### src/rtl/nmac_pkg.sv
// rtl/nmac_pkg.sv - shared constants and state encoding for the NMAC command executor
//
// Purpose: tag and opcode encodings of the 35-bit NMAC command/response words,
// the executor state and body-decoding mode types, and a tag helper.
// Ports: none (package).

package nmac_pkg;

    // Word tags carried in bits [34:32] of command and response words
    localparam logic [2:0] TAG_FIRST  = 3'b001;
    localparam logic [2:0] TAG_MID    = 3'b011;
    localparam logic [2:0] TAG_LAST   = 3'b010;
    localparam logic [2:0] TAG_SINGLE = 3'b100;

    // Header opcodes in bits [31:24] of the first/single word
    localparam logic [7:0] OP_EST = 8'h01;
    localparam logic [7:0] OP_RD  = 8'h03;
    localparam logic [7:0] OP_WR  = 8'h04;

    typedef enum logic [2:0] {
        S_IDLE,   // wait for a command, its sequence record and response headroom
        S_HWAIT,  // header/sequence pop in progress
        S_HDR,    // header and sequence record valid on the FIFO outputs
        S_FETCH,  // request the next body word (stalls while the FIFO is empty)
        S_FWAIT,  // body word pop in progress
        S_WORD,   // body word valid on command_q
        S_BUS,    // register access in flight
        S_SEQ     // emit the response sequence record after the last read word
    } state_t;

    // How body words of the current command are consumed
    typedef enum logic [1:0] {
        M_RD,
        M_WR,
        M_DRAIN
    } mode_t;

    // Tags that close a command stream
    function automatic logic is_end_tag(input logic [2:0] tag);
        return (tag == TAG_LAST) || (tag == TAG_SINGLE);
    endfunction

endpackage

### src/rtl/nmac_bus_master.sv
// rtl/nmac_bus_master.sv - single-access register bus master with ack timeout
//
// Purpose: runs one read or write access per start pulse, holding the strobe,
// address and write data stable until bus_ack or TIMEOUT strobe cycles, and
// keeps a saturating count of timed-out accesses.
// Ports:
//   clk_i, rst_i          clock, asynchronous active-high reset
//   start_i, is_write_i   launch an access (ignored while one is in flight)
//   addr_i, wdata_i       access address and write data, captured on start_i
//   done_o                access completes this cycle (ack or timeout)
//   rdata_o               bus read data, meaningful with done_o and !timed_out_o
//   timed_out_o           completion was a timeout
//   bus_*                 register bus
//   timeout_cnt_o         saturating timed-out access count

module nmac_bus_master #(
    parameter logic [7:0] TIMEOUT = 8'd255
) (
    input  logic        clk_i,
    input  logic        rst_i,
    input  logic        start_i,
    input  logic        is_write_i,
    input  logic [31:0] addr_i,
    input  logic [31:0] wdata_i,
    output logic        done_o,
    output logic [31:0] rdata_o,
    output logic        timed_out_o,
    output logic [31:0] bus_addr_o,
    output logic [31:0] bus_wdata_o,
    output logic        bus_rd_o,
    output logic        bus_wr_o,
    input  logic [31:0] bus_rdata_i,
    input  logic        bus_ack_i,
    output logic [15:0] timeout_cnt_o
);

    localparam logic [7:0] LAST_CNT = TIMEOUT - 8'd1;

    logic        active_q;
    logic        write_q;
    logic [7:0]  cnt_q;
    logic [31:0] addr_q;
    logic [31:0] wdata_q;
    logic [15:0] tcnt_q;
    logic [15:0] tcnt_d;
    logic        expire;

    // cnt_q counts strobe cycles already spent, so the strobe is high for
    // exactly TIMEOUT cycles when no ack arrives. An ack in the final cycle wins.
    assign expire      = active_q && (cnt_q == LAST_CNT);
    assign done_o      = active_q && (bus_ack_i || expire);
    assign timed_out_o = expire && !bus_ack_i;
    assign rdata_o     = bus_rdata_i;

    assign tcnt_d = (timed_out_o && (tcnt_q != 16'hFFFF)) ? tcnt_q + 16'd1 : tcnt_q;

    always_ff @(posedge clk_i or posedge rst_i) begin
        if (rst_i) begin
            active_q <= 1'b0;
            write_q  <= 1'b0;
            cnt_q    <= 8'd0;
            addr_q   <= 32'd0;
            wdata_q  <= 32'd0;
            tcnt_q   <= 16'd0;
        end else begin
            tcnt_q <= tcnt_d;
            if (start_i && !active_q) begin
                active_q <= 1'b1;
                write_q  <= is_write_i;
                cnt_q    <= 8'd0;
                addr_q   <= addr_i;
                wdata_q  <= wdata_i;
            end else if (done_o) begin
                active_q <= 1'b0;
            end else if (active_q) begin
                cnt_q <= cnt_q + 8'd1;
            end
        end
    end

    // Strobes derive from reset-cleared flops, so they drop as soon as reset rises
    assign bus_rd_o      = active_q && !write_q;
    assign bus_wr_o      = active_q && write_q;
    assign bus_addr_o    = addr_q;
    assign bus_wdata_o   = wdata_q;
    assign timeout_cnt_o = tcnt_q;

endmodule

### src/rtl/nmac_cmd_exec.sv
// rtl/nmac_cmd_exec.sv - NMAC command executor between command FIFOs and register bus
//
// Purpose: pops tagged command words and their sequence records, executes
// establish/read/write commands one at a time on the register bus and pushes
// tagged response words plus a response sequence record.
// Ports:
//   clk, reset                          clock, asynchronous active-high reset
//   command_q/_empty/_rdreq             command FIFO (q valid the cycle after rdreq)
//   sequence_q/_empty/_rdreq            sequence FIFO ([16] valid, [15:0] number)
//   bus_addr/_wdata/_rd/_wr/_rdata/_ack register bus
//   resp_data/_wr, resp_usedw           response word FIFO
//   resp_seq/_wr                        response sequence FIFO
//   timeout_cnt                         saturating count of timed-out accesses

module nmac_cmd_exec
    import nmac_pkg::*;
#(
    parameter logic [7:0]  TIMEOUT    = 8'd255,
    parameter logic [7:0]  RESP_AFULL = 8'd240,
    parameter logic [31:0] ERR_DATA   = 32'hDEADBEEF
) (
    input  logic        clk,
    input  logic        reset,
    input  logic [34:0] command_q,
    input  logic        command_empty,
    output logic        command_rdreq,
    input  logic [16:0] sequence_q,
    input  logic        sequence_empty,
    output logic        sequence_rdreq,
    output logic [31:0] bus_addr,
    output logic [31:0] bus_wdata,
    output logic        bus_rd,
    output logic        bus_wr,
    input  logic [31:0] bus_rdata,
    input  logic        bus_ack,
    output logic [34:0] resp_data,
    output logic        resp_wr,
    input  logic [7:0]  resp_usedw,
    output logic [16:0] resp_seq,
    output logic        resp_seq_wr,
    output logic [15:0] timeout_cnt
);

    state_t      state_q;
    mode_t       mode_q;
    logic        wr_data_q;   // next write body word is data, not address
    logic        last_q;      // access in flight came from a tag-010 word
    logic [31:0] addr_q;      // write address awaiting its data word
    logic        cmd_rdreq_q;
    logic        seq_rdreq_q;
    logic        resp_wr_q;
    logic        resp_seq_wr_q;
    logic [34:0] resp_data_q;
    logic [16:0] resp_seq_q;

    logic [2:0]  cmd_tag;
    logic [7:0]  cmd_op;
    logic [31:0] cmd_word;
    logic        op_known;
    logic        can_start;

    logic        bm_start;
    logic        bm_write;
    logic [31:0] bm_addr;
    logic        bm_done;
    logic [31:0] bm_rdata;
    logic        bm_timed_out;
    logic [31:0] rd_result;

    assign cmd_tag   = command_q[34:32];
    assign cmd_word  = command_q[31:0];
    assign cmd_op    = command_q[31:24];
    assign op_known  = (cmd_op == OP_EST) || (cmd_op == OP_RD) || (cmd_op == OP_WR);
    assign can_start = !command_empty && !sequence_empty && (resp_usedw <= RESP_AFULL);

    // The access launches straight from the word on command_q so the strobe
    // rises the cycle after the word becomes valid. A write uses the address
    // captured from the preceding word.
    always_comb begin
        bm_start = 1'b0;
        if (state_q == S_WORD) begin
            bm_start = (mode_q == M_RD) || ((mode_q == M_WR) && wr_data_q);
        end
    end
    assign bm_write  = (mode_q == M_WR);
    assign bm_addr   = bm_write ? addr_q : cmd_word;
    assign rd_result = bm_timed_out ? ERR_DATA : bm_rdata;

    nmac_bus_master #(
        .TIMEOUT(TIMEOUT)
    ) u_bus_master (
        .clk_i        (clk),
        .rst_i        (reset),
        .start_i      (bm_start),
        .is_write_i   (bm_write),
        .addr_i       (bm_addr),
        .wdata_i      (cmd_word),
        .done_o       (bm_done),
        .rdata_o      (bm_rdata),
        .timed_out_o  (bm_timed_out),
        .bus_addr_o   (bus_addr),
        .bus_wdata_o  (bus_wdata),
        .bus_rd_o     (bus_rd),
        .bus_wr_o     (bus_wr),
        .bus_rdata_i  (bus_rdata),
        .bus_ack_i    (bus_ack),
        .timeout_cnt_o(timeout_cnt)
    );

    always_ff @(posedge clk or posedge reset) begin
        if (reset) begin
            state_q       <= S_IDLE;
            mode_q        <= M_RD;
            wr_data_q     <= 1'b0;
            last_q        <= 1'b0;
            addr_q        <= 32'd0;
            cmd_rdreq_q   <= 1'b0;
            seq_rdreq_q   <= 1'b0;
            resp_wr_q     <= 1'b0;
            resp_seq_wr_q <= 1'b0;
            resp_data_q   <= 35'd0;
            resp_seq_q    <= 17'd0;
        end else begin
            // All FIFO strobes are single-cycle pulses
            cmd_rdreq_q   <= 1'b0;
            seq_rdreq_q   <= 1'b0;
            resp_wr_q     <= 1'b0;
            resp_seq_wr_q <= 1'b0;

            case (state_q)
                S_IDLE: begin
                    if (can_start) begin
                        cmd_rdreq_q <= 1'b1;
                        seq_rdreq_q <= 1'b1;
                        state_q     <= S_HWAIT;
                    end
                end

                S_HWAIT: state_q <= S_HDR;

                S_HDR: begin
                    if (!sequence_q[16] || !op_known) begin
                        mode_q  <= M_DRAIN;
                        state_q <= (cmd_tag == TAG_SINGLE) ? S_IDLE : S_FETCH;
                    end else begin
                        resp_wr_q   <= 1'b1;
                        resp_data_q <= {((cmd_tag == TAG_SINGLE) || (cmd_op == OP_WR)) ?
                                        TAG_SINGLE : TAG_FIRST, cmd_word};
                        resp_seq_q  <= {1'b1, sequence_q[15:0]};
                        wr_data_q   <= 1'b0;
                        if (cmd_tag == TAG_SINGLE) begin
                            resp_seq_wr_q <= 1'b1;
                            state_q       <= S_IDLE;
                        end else if (cmd_op == OP_EST) begin
                            mode_q  <= M_DRAIN;
                            state_q <= S_FETCH;
                        end else begin
                            mode_q  <= (cmd_op == OP_WR) ? M_WR : M_RD;
                            state_q <= S_FETCH;
                        end
                    end
                end

                S_FETCH: begin
                    if (!command_empty) begin
                        cmd_rdreq_q <= 1'b1;
                        state_q     <= S_FWAIT;
                    end
                end

                S_FWAIT: state_q <= S_WORD;

                S_WORD: begin
                    case (mode_q)
                        M_RD: begin
                            last_q  <= (cmd_tag == TAG_LAST);
                            state_q <= S_BUS;
                        end
                        M_WR: begin
                            if (wr_data_q) begin
                                last_q    <= (cmd_tag == TAG_LAST);
                                wr_data_q <= 1'b0;
                                state_q   <= S_BUS;
                            end else begin
                                addr_q <= cmd_word;
                                if (cmd_tag == TAG_LAST) begin
                                    // Stream ended on an address: the access is dropped
                                    resp_seq_wr_q <= 1'b1;
                                    state_q       <= S_IDLE;
                                end else begin
                                    wr_data_q <= 1'b1;
                                    state_q   <= S_FETCH;
                                end
                            end
                        end
                        default: begin
                            state_q <= is_end_tag(cmd_tag) ? S_IDLE : S_FETCH;
                        end
                    endcase
                end

                S_BUS: begin
                    if (bm_done) begin
                        if (mode_q == M_RD) begin
                            resp_wr_q   <= 1'b1;
                            resp_data_q <= {last_q ? TAG_LAST : TAG_MID, rd_result};
                            state_q     <= last_q ? S_SEQ : S_FETCH;
                        end else if (last_q) begin
                            resp_seq_wr_q <= 1'b1;
                            state_q       <= S_IDLE;
                        end else begin
                            state_q <= S_FETCH;
                        end
                    end
                end

                S_SEQ: begin
                    resp_seq_wr_q <= 1'b1;
                    state_q       <= S_IDLE;
                end

                default: state_q <= S_IDLE;
            endcase
        end
    end

    assign command_rdreq  = cmd_rdreq_q;
    assign sequence_rdreq = seq_rdreq_q;
    assign resp_wr        = resp_wr_q;
    assign resp_data      = resp_data_q;
    assign resp_seq_wr    = resp_seq_wr_q;
    assign resp_seq       = resp_seq_q;

endmodule

### config.mk
export PLATFORM = sky130hd
export DESIGN_NAME = nmac_cmd_exec
export DESIGN_NICKNAME = d
export VERILOG_FILES = /design/src/rtl/nmac_pkg.sv /design/src/rtl/nmac_bus_master.sv /design/src/rtl/nmac_cmd_exec.sv
export SDC_FILE = /design/constraint.sdc
export NUM_CORES = 1
export LEC_CHECK = 0
export ABC_AREA = 1
export CORE_MARGIN = 5
export CORE_UTILIZATION = 45
export DETAILED_ROUTE_END_ITERATION = 10
export PLACE_DENSITY_LB_ADDON = 0.2
export SYNTH_ARGS = -nofsm -noshare
export SYNTH_HDL_FRONTEND = slang
export SYNTH_SLANG_ARGS = --single-unit
### constraint.sdc
create_clock -name clk -period 18 [get_ports clk]
set_clock_uncertainty 0.05 [all_clocks]
set_input_delay 4.5 -clock clk [delete_from_list [all_inputs] [get_ports clk]]
set_output_delay 4.5 -clock clk [all_outputs]
set_load 0.01 [all_outputs]
==> summary.txt <==
CTS Sinks: 185
commonest non-fill, non-tap cells in the layout: nand2_1 (361), clkdlybuf4s50_1 (234), dfrtp_1 (185)
LEAKAGE: 5.501 nW
pin count of the biggest net entering global routing: 130
number of global-route vias before repair: 7316
layout cell share with drive strength beyond 1: 5.141%
Die W: 147.6 um
area of the core: 18640 um^2
final WL: 24270 um
# diodes: 0
Synth Area in XOR/XNOR: 1.851%
Initial Util: 45.69%
port bufs: 234
Final #Nets: 1333
# IOs: 235
RSZ-0062 raised after global routing: false
final worst slack: 11.55 ns
slew margin rel.: 30.37%
Netlist cell types: 33
Worst EP required: 18.26 ns
pre-CTS WS: 11.15 ns
die area: 21780 um^2
commonest non-fill, non-tap cell in the layout: nand2_1
initial antenna violation count: 0
Simple-Gate Fraction of Synth Area: 25.62%
post-route ant nets: 0
Die Height: 147.6 um
Slew @ Worst Pin: 1.041 ns
Fin. Hold Viols: 0
final setup TNS: 0 ns
PD cells: 85.12 nW/um^2
final slew viol count: 0
Post-Synthesis Cells: 1028
# resized after CTS: 0
H-tree levels: 4
crit start category: input pin
number of core rows: 50
main combinational cell family by area after synthesis: simple AND/OR/NAND/NOR gates
Max VDD drop: 60.55 uV
Iter 0 DRT Violations: 498
post-cts hold buffer count: 0
CTS tree: yes
Skew-Pair Late Insertion Delay: 0.42 ns
adder-cell share of the synthesized area: 0.4407%
HP Class: flop to flop
Worst EP arrival: 6.71 ns
first-pass GRT wire length: 39320 um
Synth Area in Compound Gates: 11.00%
Setup crit end kind: flop
synthesized area per cell: 8.286 um^2
fin util: 61.49%
DP Wirelength: 17020 um
sequential element share of the synthesized area: 54.35%
clk slew on worst S/H paths: 0.06 ns
setup bufs post-CTS: 0
detail-routed via count per cell: 5.095
outcome: finished, final reports clean
Fmax: 155.1 MHz
number of buffers created by CTS: 17
Tcrit/Tclk final: 35.82%
clock root buffer master: clkbuf_16
drt pass-1 iters: 7
mux cell area share after synthesis: 0%
count of state elements after synthesis: 185
ys flop type: dfrtp_1
routed wire length per instance: 16.41 um
maxcap violations: 0
P&R area growth vs syn: 34.58%
DR vias: 7536
Final Wtd Congestion: 0.8551
GRT Overall Usage: 22.58%
drt drc: 0
Crit Path Max Fanout: 35
mapped cell area: 8518 um^2
Post-synth EDFFs: 0
Ys Warns: 0
clock period minus worst slack: 6.447 ns
ys async rst share: 100.0%
Post-Syn Nets: 1128
# setup viols final: 0
Congestion Overflow GR: 0
worst-case clock buffer depth: 2
CP Class: input pin to flop
==> where the power goes <==
part	internal (mW)	total (mW)	switching (mW)	leakage [nW]
clock network	0.211	0.370	0.160	0.281
registers	0.439	0.455	0.0163	2.05
logic	0.0754	0.150	0.0750	3.17
==> flip-flops by register name, indices dropped and copies added, names as in the netlist, 3 cells and up <==
| register | cells |
|---|---|
| resp_data | 35 |
| addr_q | 32 |
| u_bus_master.bus_addr_o | 32 |
| u_bus_master.bus_wdata_o | 32 |
| resp_seq | 17 |
| u_bus_master.timeout_cnt_o | 16 |
| u_bus_master.cnt_q | 8 |
| state_q | 3 |
==> through the flow <==
step | instance area (um^2) | hold WS, ns | std cells | total power [mW]
floorplan | 8518 | 0.4034 | 1028 | 0.5290
global placement | 10890 | 0.4132 | 1448 | 0.6116
detailed placement | 10890 | 0.4027 | 1448 | 0.6129
CTS | 11460 | 0.4324 | 1479 | 0.9836
global route | 11460 | 0.4411 | 1479 | 1.022
finish | 11460 | 0.4306 | 1479 | 0.9758
==> path summary, 6_finish.rpt <==
kind | from | to | slack [ns] | depth (start not counted)
worst max-delay path | bus_ack | resp_data[32] | 11.55 | 8
worst min-delay path | u_bus_master.bus_wdata_o[12] | u_bus_master.bus_wdata_o[12] | 0.43 | 2
worst max register to register | u_bus_master.cnt_q[0] | resp_data[32] | 15.24 | 11
worst min register to register | u_bus_master.bus_wdata_o[12] | u_bus_master.bus_wdata_o[12] | 0.43 | 2
max in group asynchronous | reset | u_bus_master.bus_addr_o[4] | 12.14 | 3
min in group asynchronous | reset | addr_q[16] | 4.53 | 2
==> cells by family after synthesis <==
group | count (synthesis)
AND/OR/NAND/NOR | 535
flip-flops | 185
AO/OA/AOI/OAI | 169
buffers and inverters | 118
XOR/XNOR | 18
adder cells (fa/ha/maj) | 3
==> synth_stat cells (6+ instances only) <==
library cell / count / share of area [%]
a22oi_1: 24 / 2.1
buf_6: 14 / 1.9
buf_2: 13 / 0.76
o21ai_2: 8 / 0.82
nand2_1: 362 / 16
dfrtp_1: 185 / 54
nand3_1: 72 / 4.2
inv_1: 59 / 2.6
xnor2_1: 12 / 1.2
o21ai_0: 90 / 5.3
o21ai_1: 39 / 2.3
clkbuf_1: 24 / 1.1
xor2_1: 6 / 0.62
a21oi_1: 7 / 0.41
nor2_1: 76 / 3.3
==> cell type report <==
| type | instances | area [um^2] |
|---|---|---|
| Multi-Input combinational cell | 725 | 3327 |
| Tap cell | 234 | 292.8 |
| Clock inverter | 12 | 125.1 |
| Timing Repair Buffer | 240 | 2387 |
| Sequential cell | 185 | 4629 |
| Clock buffer | 19 | 452.9 |
| Fill cell | 1631 | 7179 |
| Inverter | 64 | 249.0 |
==> layer usage <==
layer,up-vias,global-route usage [%],wire [um]
li1,3706,-,-
met1,3547,31.93,11040
met2,260,34.30,10910
met3,23,6.683,2037
met4,0,5.732,288
met5,-,0,0
==> worst max-delay path: stages <==
cell and delay (ns):
clkdlybuf4s50_1 0.47, inv_1 0.08, nand2_1 0.14, nand3_2 0.63, nand2_4 0.63, nand2_1 0.11, nand2_1 0.08, inv_1 0.04
(Power assumes the default switching activity.)
